File: src/rtl/mult_pkg.sv
// Shared definitions for the shift-add multiplier: FSM state encodings and default width.
package mult_pkg;

  localparam int MULT_N = 8;

  typedef enum logic [1:0] {
    ST_IDLE = 2'd0,
    ST_RUN  = 2'd1,
    ST_DONE = 2'd2
  } state_e;

endpackage

File: src/rtl/seq_mult_ctrl_step_counter.sv
// Terminal-count step counter: counts strobes up to TC, then holds until cleared.
module step_counter #(
  parameter int W  = 4,
  parameter int TC = 8
) (
  input  logic clk,
  input  logic rst,
  input  logic clr,
  input  logic count_up,
  output logic count_cout
);

  logic [W-1:0] count_q;

  assign count_cout = (count_q == W'(TC));

  always_ff @(posedge clk or posedge rst) begin
    if (rst) begin
      count_q <= '0;
    end else if (clr) begin
      count_q <= '0;
    end else if (count_up && !count_cout) begin
      count_q <= count_q + W'(1);
    end
  end

endmodule

File: src/rtl/seq_mult_ctrl.sv
// Sequential shift-add unsigned multiplier with start/in_ready request and
// out_valid/out_ready result handshakes; one add-and-shift step per RUN cycle.
module seq_mult_ctrl
  import mult_pkg::*;
#(
  parameter int N = MULT_N
) (
  input  logic           clk,
  input  logic           rst,
  input  logic           start,
  output logic           in_ready,
  input  logic [N-1:0]   in_a,
  input  logic [N-1:0]   in_b,
  output logic           out_valid,
  input  logic           out_ready,
  output logic [2*N-1:0] product,
  output logic           busy
);

  localparam int CNT_W = $clog2(N + 1);

  state_e         state_q;
  logic [N-1:0]   mcand_q;
  logic [2*N-1:0] acc_q;
  logic [2*N-1:0] acc_d;
  logic [2*N-1:0] product_q;
  logic           in_ready_q;
  logic           out_valid_q;
  logic           busy_q;
  logic [N:0]     sum_d;
  logic           step_clr;
  logic           step_up;
  logic           step_done;

  // Upper half plus (optionally) the multiplicand, carry kept in bit N.
  assign sum_d = acc_q[0] ? ({1'b0, acc_q[2*N-1:N]} + {1'b0, mcand_q})
                          : {1'b0, acc_q[2*N-1:N]};
  assign acc_d = (2*N)'({sum_d, acc_q[N-1:0]} >> 1);

  assign step_clr = (state_q == ST_IDLE) && start;
  assign step_up  = (state_q == ST_RUN) && !step_done;

  step_counter #(
    .W  (CNT_W),
    .TC (N)
  ) u_step_counter (
    .clk        (clk),
    .rst        (rst),
    .clr        (step_clr),
    .count_up   (step_up),
    .count_cout (step_done)
  );

  always_ff @(posedge clk or posedge rst) begin
    if (rst) begin
      state_q     <= ST_IDLE;
      mcand_q     <= '0;
      acc_q       <= '0;
      product_q   <= '0;
      in_ready_q  <= 1'b1;
      out_valid_q <= 1'b0;
      busy_q      <= 1'b0;
    end else begin
      case (state_q)
        ST_IDLE: begin
          if (start) begin
            mcand_q    <= in_a;
            acc_q      <= {{N{1'b0}}, in_b};
            state_q    <= ST_RUN;
            in_ready_q <= 1'b0;
            busy_q     <= 1'b1;
          end
        end
        ST_RUN: begin
          if (step_done) begin
            state_q     <= ST_DONE;
            product_q   <= acc_q;
            out_valid_q <= 1'b1;
          end else begin
            acc_q <= acc_d;
          end
        end
        ST_DONE: begin
          // start is deliberately not looked at here; requests are never queued.
          if (out_ready) begin
            state_q     <= ST_IDLE;
            out_valid_q <= 1'b0;
            busy_q      <= 1'b0;
            in_ready_q  <= 1'b1;
          end
        end
        default: begin
          state_q     <= ST_IDLE;
          out_valid_q <= 1'b0;
          busy_q      <= 1'b0;
          in_ready_q  <= 1'b1;
        end
      endcase
    end
  end

  assign in_ready  = in_ready_q;
  assign out_valid = out_valid_q;
  assign busy      = busy_q;
  assign product   = product_q;

endmodule

File: config.mk
export PLATFORM = sky130hd
export DESIGN_NAME = seq_mult_ctrl
export DESIGN_NICKNAME = d
export VERILOG_FILES = /design/src/rtl/mult_pkg.sv /design/src/rtl/seq_mult_ctrl_step_counter.sv /design/src/rtl/seq_mult_ctrl.sv
export SDC_FILE = /design/constraint.sdc
export NUM_CORES = 1
export LEC_CHECK = 0
export CAP_MARGIN = 20
export CORE_ASPECT_RATIO = 1.1
export CORE_UTILIZATION = 53
export DETAILED_ROUTE_END_ITERATION = 8
export PLACE_DENSITY = 0.77
export SLEW_MARGIN = 20
export SYNTH_ARGS = -nofsm -noshare
export SYNTH_HDL_FRONTEND = slang
export SYNTH_SLANG_ARGS = --single-unit
export TNS_END_PERCENT = 100
File: constraint.sdc
create_clock -name clk -period 2.58 [get_ports clk]
set_input_delay 0.387 -clock clk [delete_from_list [all_inputs] [get_ports clk]]
set_output_delay 0.387 -clock clk [all_outputs]
set_load 0.03 [all_outputs]
==> out/results.tsv <==
stage	metric	value	unit
outcome	status	finished clean	
placed_design	preCtsSetupSlack	0.6051	ns
route	vias	1848	
cts	cts_setup_buffers	0	
cts	numCtsBuffers	5	
run	cap_violations	0	
route	wire_per_inst	14.39	um
cells_and_area	finish.utilization	0.6768	
cts	clock_latency	0.31	ns
synthesis	syn_area_per_cell	10.10	um^2
cells_and_area	final_nets	310	
global_routing	antenna_found_initial	0	
cts	cts_tree	done	
global_routing	grt_max_degree	50	
cells_and_area	final_cell_area	2943	um^2
sta	drv_slew	0	
synthesis	synth_common_cells	52 x nand2_1, 48 x dfrtp_1, 17 x mux2_2	
route	drt-initial-drc-count	136	
power	pwr_density_cell	1349	nW/um^2
cts	cts-root-buf	clkbuf_8	
floorplanning	coreArea	4348	um^2
cts	clockBufferDepth	2	
cts	cts_resized	0	
sta	finalSetupViolCount	0	
worst_setup_path	r2r_start	acc_q[8]	
power	ir_drop	0.0007576	V
cts	htree_levels	2	
floorplanning	initial_core_util	0.5623	
synthesis	yosysSeqAreaShare	0.5020	
sta	fin_crit_sh	0.7910	
worst_setup_path	worstPathRequired	2.83	ns
route	post-route-drc-count	0	
cts	ctsHoldBuffers	0	
synthesis	syn_inst	242	
global_routing	grt_pass1_wl	8197	um
synthesis	synthFlopType	dfrtp_1	
route	routed_wl	4806	um
synthesis	syn_area	2445	um^2
route	ant_nets	0	
placed_design	placed_area	2853	um^2
synthesis	synthArstFlopShare	1.000	
cells_and_area	n_antenna_cell	0	
worst_setup_path	path_class	flop to flop	
sta	finalSetupTns	0	ns
synthesis	synth_edf_count	0	
synthesis	synth.area.top_cells	dfrtp_1 49%, nand2_1 8.0%, mux2_2 7.8%	
worst_setup_path	arrival	2.29	ns
worst_setup_path	regToRegEndpoint	acc_q[13]	
sta	whs	0.4224	ns
global_routing	overflow	0	
floorplanning	dieArea	4889	um^2
sta	finalCriticalPeriod	2.041	ns
synthesis	syn_nets	273	
cts	path_clk_slew	0.10	ns
route	drt_first_pass_iters	5	
global_routing	track_usage	0.2250	
worst_setup_path	r2r_slack	0.54	ns
sta	tightestPinTransition	0.5449	ns
placed_design	numPortBuffers	38	
worst_hold_path	hp-class	input port to async pin	
synthesis	synth.top_cell.area_share	0.4913	
sta	setup_ws	0.5392	ns
placed_design	gp_congestion	0.8437	
power	p_total	3.970	mW
route	post_drt_via_cell_ratio	5.533	
floorplanning	row_count	25	
cts	cts.sinks	49	
worst_setup_path	ff2ff_path_depth	8	
placed_design	hpwl	3368	um
sta	slew_headroom	0.6359	
floorplanning	fp.dieH	73.24	um
worst_setup_path	cp_max_fo	4	
global_routing	grt_pass1_vias	1782	
synthesis	yosys_register_bits	49	
worst_setup_path	start_kind	flop	
placed_design	place_inst	326	
synthesis	ys_warn_count	0	
synthesis	synth_top_area_cell	dfrtp_1	
power	p_leak	1.357	nW
synthesis	synth.most_common_cell	nand2_1	
cells_and_area	final-instance-count-excl-fill	334	
sta	rsz0062_at_grt	false	
floorplanning	io_pins	39	
worst_setup_path	cp-end-kind	flop	
sta	hold_viol	0	
cells_and_area	syn2layout_area_growth	20.37	%
cells_and_area	drive_above_1_share	0.1321	
sta	fin_worst_skew	0.005241	ns
sta	fmax	0.4900	GHz
synthesis	ys_types	44	
floorplanning	die_w	66.76	um
-- layout by cell type, fill, tap and decap left out, drive strengths merged, types with 3 or more instances in the layout --
cell	synthesis	final
nand3	5	5
inv	9	10
a31oi	10	10
clkbuf	3	5
o21a	4	4
clkinv	2	3
nor2b	4	4
nand2	52	52
a21oi	10	10
ha	10	10
mux2	17	17
clkdlybuf4s50	0	38
dfrtp	48	48
nor3	4	4
o21ai	10	10
nor2	18	18
-- flip-flops by register name, indices dropped and copies added (netlist names) --
| signal | flops |
|---|---|
| u_step_counter.count_q | 4 |
| out_valid | 1 |
| acc_q | 16 |
| mcand_q | 8 |
| in_ready | 1 |
| busy | 1 |
| product | 16 |
| state_q | 2 |
-- worst max-delay path, cell delays in order, from the launching register on --
cell and delay [ns]:
dfrtp_1 0.39, ha_1 0.19, inv_1 0.06, fa_1 0.37
nor2b_1 0.23, o31ai_1 0.13, a21oi_1 0.20, mux2_2 0.35
nand2_1 0.05
-- layer usage --
layer  wire length, um  global-route usage  vias up  share of wire
met5                 0                   0        -              0
met4                40             0.06619        0         0.0083
met3               190             0.05469        4          0.040
met2              2325              0.3580       40           0.48
met1              2248              0.3041      904           0.47
li1                  -                   -      900              -
-- final cells by class --
class | instances | area [um^2]
inverter | 11 | 53.80
tap | 54 | 67.56
timing repair buffer | 40 | 407.9
clock buffer | 5 | 68.82
fill | 336 | 1405
sequential | 49 | 1227
clock inverter | 3 | 21.27
multi-input combinational | 172 | 1096
-- cell families after synthesis --
kind of cell               synth area share
AOI/OAI and AO/OA                    0.1167
xor gates and xnor gates            0.01433
adders and majority gates           0.05937
buffers and inverters               0.04964
DFF                                  0.5020
muxes                               0.08239
and+or+nand+nor                      0.1755
-- power breakdown --
part / switching (mW) / internal (mW)
sequential: 0.288 / 1.14
clock: 0.272 / 0.193
combinational: 1.15 / 0.926
total: 1.71 / 2.26
-- worst max-delay path by stage --
stage	startpoint	to	slack, ns
after floorplan	acc_q[8]	acc_q[13]	0.77
after global placement	acc_q[8]	acc_q[13]	0.67
after detailed placement	acc_q[8]	acc_q[13]	0.61
after CTS	acc_q[8]	acc_q[13]	0.57
after global routing	acc_q[8]	acc_q[13]	0.35
final	acc_q[8]	acc_q[13]	0.54
No activity file was read; power rests on OpenSTA's default activity.
==> variant 1: new RTL, same settings <==
Change the package constant `MULT_N` from 8 to 16.
--- a/src/rtl/mult_pkg.sv
+++ b/src/rtl/mult_pkg.sv
@@ -1,7 +1,7 @@
 // Shared definitions for the shift-add multiplier: FSM state encodings and default width.
 package mult_pkg;
 
-  localparam int MULT_N = 8;
+  localparam int MULT_N = 16;
 
   typedef enum logic [1:0] {
     ST_IDLE = 2'd0,
Interface: changed (resized in_a, in_b and product); port bits go from 39 to 71. No check against the original RTL was run, so the function may have changed too.
==> variant 1 against the original RTL <==
Largest power group unchanged. Routed wire length increased by 110%. Via count increased by 97%. Sequential cell count increased by 41. Fmax fell by 17%. Power is 100% higher. Area after synthesis grew 83%. Setup slack worse by 0.43 ns. Design area rose by 89%.
==> variant 1: results <==
metrics = {
    "finish": {
        "antennaDiodeCount": 0,
        "filler_cell_count": 607,
        "drive_above_1_share_pct": 13.14,
        "nNetsFinal": 575,
    },
    "detailed_routing": {
        "via_per_inst": 5.765,
        "drt_iter0_markers": 255,
        "drt_wl_total_um": 9975,
    },
    "pwr": {
        "ir_drop_mv": 0.6478,
        "switching_power_uw": 3446,
        "powerComb_uw": 4220,
        "cellLeakagePower_uw": 0.002600,
        "clk-power_uw": 1100,
    },
    "synthesis": {
        "synth.distinct_cells": 42,
        "ys_top_cells_by_area": "dfrtp_1, nand2_1, mux2_2",
        "syn-num-nets": 506,
        "muxShareOfSynthArea_pct": 9.188,
        "synthXorXnorAreaFrac_pct": 3.333,
        "post_synth_fa_ha_maj_area_fraction_pct": 5.490,
        "synth_compound_area_share_pct": 12.89,
        "yosysSeqAreaShare_pct": 50.45,
        "synth_top_cells_by_count": "nand2_1, dfrtp_1, mux2_2",
    },
    "cts": {
        "cts_resized": 1,
        "clkLatencyLatePin_ns": 0.37,
        "postCtsSetupRepairBufs": 0,
        "numCtsBuffers": 9,
        "h-tree-depth": 3,
    },
    "grt": {
        "grt_util_all_layers_pct": 25.12,
        "grt_pass1_wl_um": 17110,
        "grt_pass1_vias": 3663,
        "grt_max_degree": 91,
    },
    "sta": {
        "skew_ns": 0.008671,
        "maxSlewHeadroom_pct": 65.73,
    },
    "worst_setup_path": {
        "rrSetupSlack_ns": 0.11,
        "cp.arrival_ns": 2.73,
        "max_stage_delay_ns": 0.42,
        "crit_family": "compound AO/OA/AOI/OAI gates",
    },
    "placed_design": {
        "dp_hpwl_um": 6639,
        "gp_congestion": 0.9829,
        "io_buffer_count": 70,
    },
    "run_status": {
        "outcome": "finished clean",
    },
    "job": {
        "drv_cap": 0,
    },
}
[variant 1: cell count changes after synthesis, sizes merged, moves of 10 or more]
cell | unedited run | this run
nand2 | 52 | 100
mux2 | 17 | 32
nor2 | 18 | 28
clkbuf | 3 | 15
dfrtp | 48 | 89
o21ai | 10 | 23
a31oi | 10 | 26
[variant 1: through the flow]
stage | setup WS [ns] | power, uW | instance area, um2 | cells | hold WS [ns]
floorplan | 0.2964 | 5487 | 4471 | 451 | 0.4523
global placement | 0.09617 | 6599 | 5303 | 616 | 0.4714
detailed placement | -0.009450 | 6735 | 5303 | 616 | 0.4743
CTS | 0.04655 | 7891 | 5538 | 632 | 0.4968
global route | 0.02311 | 8521 | 5548 | 633 | 0.5242
finish | 0.1088 | 7931 | 5548 | 633 | 0.4898
[variant 1: final cells by class]
| type | instances | area (um2) | share of cell area [%] |
|---|---|---|---|
| inverter | 8 | 33.78 | 0.6089 |
| timing repair buffer | 83 | 810.8 | 14.61 |
| tap | 108 | 135.1 | 2.436 |
| clock inverter | 7 | 100.1 | 1.804 |
| clock buffer | 9 | 123.9 | 2.233 |
| multi-input combinational | 328 | 2091 | 37.69 |
| sequential | 90 | 2253 | 40.62 |
[variant 1: per-layer routing]
metal  global-route usage (%)  vias to the layer above  share of wire, %
met2                    40.69                      126                49
met3                    4.311                       23               4.4
li1                         -                     1709                 -
met4                    10.26                        0               2.5
met1                    33.18                     1791                44
met5                        0                        -                 0
[variant 1: final timing paths]
kind	from	endpoint	cells past startpoint
max	acc_q[16]	acc_q[31]	8
min	rst	product[14]	3
max reg2reg	acc_q[16]	acc_q[31]	8
min reg2reg	product[0]	product[0]	2
max in group asynchronous	rst	in_ready	3
min in group clk	product[0]	product[0]	2
==> variant 2: new RTL, config.mk and constraints unchanged <==
Made on the original files. Reset style: synchronous (`rst`), changed in 2 clocked blocks.
--- a/src/rtl/seq_mult_ctrl_step_counter.sv
+++ b/src/rtl/seq_mult_ctrl_step_counter.sv
@@ -14,7 +14,7 @@
 
   assign count_cout = (count_q == W'(TC));
 
-  always_ff @(posedge clk or posedge rst) begin
+  always_ff @(posedge clk) begin
     if (rst) begin
       count_q <= '0;
     end else if (clr) begin
--- a/src/rtl/seq_mult_ctrl.sv
+++ b/src/rtl/seq_mult_ctrl.sv
@@ -51,7 +51,7 @@
     .count_cout (step_done)
   );
 
-  always_ff @(posedge clk or posedge rst) begin
+  always_ff @(posedge clk) begin
     if (rst) begin
       state_q     <= ST_IDLE;
       mcand_q     <= '0;
Function: differs if rst is asserted again (counterexample within 4 cycles, from zero or initial values and one cycle with rst high); with rst held inactive, the same outputs for 10 cycles.
==> variant 2 against the original RTL <==
Routed wire length rose by 3.7%. Setup slack improved by 0.040 ns. Area after synthesis fell by 6.6%. Synthesized cell count rose by 16%. Utilization rose by 1.1 points. Design area fell by 5.2%. Largest cell class is now multi-input gates. Sequential cell count did not move.
Power is not compared: it rests on default switching activity, and its combinational part moved more than twofold at a synthesized area within 25%.
==> variant 2: results <==
metrics = {
    "cts": {
        "cts_resized": 0,
        "numCtsBuffers": 5,
        "ctsLongestPathBuffers": 2,
        "path_clk_slew_ns": 0.09,
        "h-tree-depth": 2,
        "clkLatencyLatePin_ns": 0.30,
    },
    "hold_path": {
        "hp-class": "flip-flop to flip-flop",
    },
    "synthesis": {
        "synth.distinct_cells": 47,
        "syn-num-nets": 312,
        "synthXorXnorAreaFrac_pct": 1.917,
        "post_synth_fa_ha_maj_area_fraction_pct": 6.353,
        "ys_top_cells_by_area": "dfxtp_1, nand2_1, a21oi_1",
        "yosysWarnings": 0,
        "synth_compound_area_share_pct": 20.43,
        "muxShareOfSynthArea_pct": 1.314,
        "synth_top_cells_by_count": "nand2_1, dfxtp_1, a21oi_1",
        "async_flop_share_pct": 0,
        "synth_flop_cell": "dfxtp_1",
        "yosysSeqAreaShare_pct": 42.94,
    },
    "placed_design": {
        "gp_congestion": 0.8988,
        "io_buffer_count": 38,
        "dp_hpwl_um": 3457,
    },
    "worst_setup_path": {
        "cp.arrival_ns": 2.22,
        "worstPathMaxFanout": 4,
    },
    "sta": {
        "skew_ns": 0.006708,
        "worstMarginPinSlew_ns": 0.7276,
    },
    "run_status": {
        "outcome": "finished clean",
    },
    "grt": {
        "grt_pass1_vias": 1863,
        "grt_max_degree": 21,
        "antenna_found_initial": 0,
        "grt_util_all_layers_pct": 24.06,
        "grt_pass1_wl_um": 8625,
    },
    "pwr": {
        "ir_drop_mv": 0.3288,
        "cellLeakagePower_uw": 0.001020,
    },
    "detailed_routing": {
        "drt_iter0_markers": 156,
        "firstDrtPassIters": 4,
        "wire_per_inst_um": 13.54,
        "via_per_inst": 5.524,
    },
    "finish": {
        "filler_cell_count": 353,
        "antennaDiodeCount": 0,
        "nNetsFinal": 346,
        "drive_above_1_share_pct": 5.380,
    },
}
## variant 2: metrics by stage
| stage | hold WS [ns] | std cells | setup WS, ns | cell area, um2 |
|---|---|---|---|---|
| global route | 0.4782 | 368 | 0.3792 | 2789 |
| finish | 0.4567 | 368 | 0.5791 | 2789 |
| floorplan | 0.4406 | 281 | 0.8489 | 2285 |
| detailed placement | 0.4461 | 360 | 0.5666 | 2688 |
| global placement | 0.4420 | 360 | 0.6355 | 2688 |
| CTS | 0.4579 | 368 | 0.6133 | 2789 |
## variant 2: final cells by class
cell class                      instances  share of cell area, %
Inverter                                7                 0.9421
Timing Repair Buffer                   41                  14.45
Clock buffer                            7                  3.454
Tap cell                               52                  2.333
Clock inverter                          1                 0.1795
Sequential cell                        49                  35.17
Multi-Input combinational cell        211                  43.47
## variant 2: worst paths after layout
check,startpoint,end,slack [ns],cells after the start
setup / recovery,acc_q[8],acc_q[13],0.58,8
hold / removal,product[12],product[12],0.46,2
setup reg to reg,acc_q[8],acc_q[13],0.58,8
hold reg to reg,product[12],product[12],0.46,2
## variant 2: metal layers
layer  vias to the layer above  global-route usage (%)  part of all wire (%)
li1                       1030                       -                     -
met1                       929                   32.29                    46
met3                         8                   4.194                   4.6
met5                         -                       0                     0
met4                         0                   9.877                   1.9
met2                        66                   38.13                    47
## variant 2: worst max-delay path, stage by stage (launching register included)
cell	delay [ns]
dfxtp_1	0.40
ha_1	0.22
inv_1	0.06
fa_1	0.40
nor2b_1	0.16
o31a_1	0.20
mux2i_1	0.21
o21ai_0	0.11
a21oi_1	0.16
## variant 2: power breakdown
group	switching, uW	total, uW	internal, uW
Sequential	26.6	808	782
Combinational	93.8	172	78.1
Clock	249	492	243
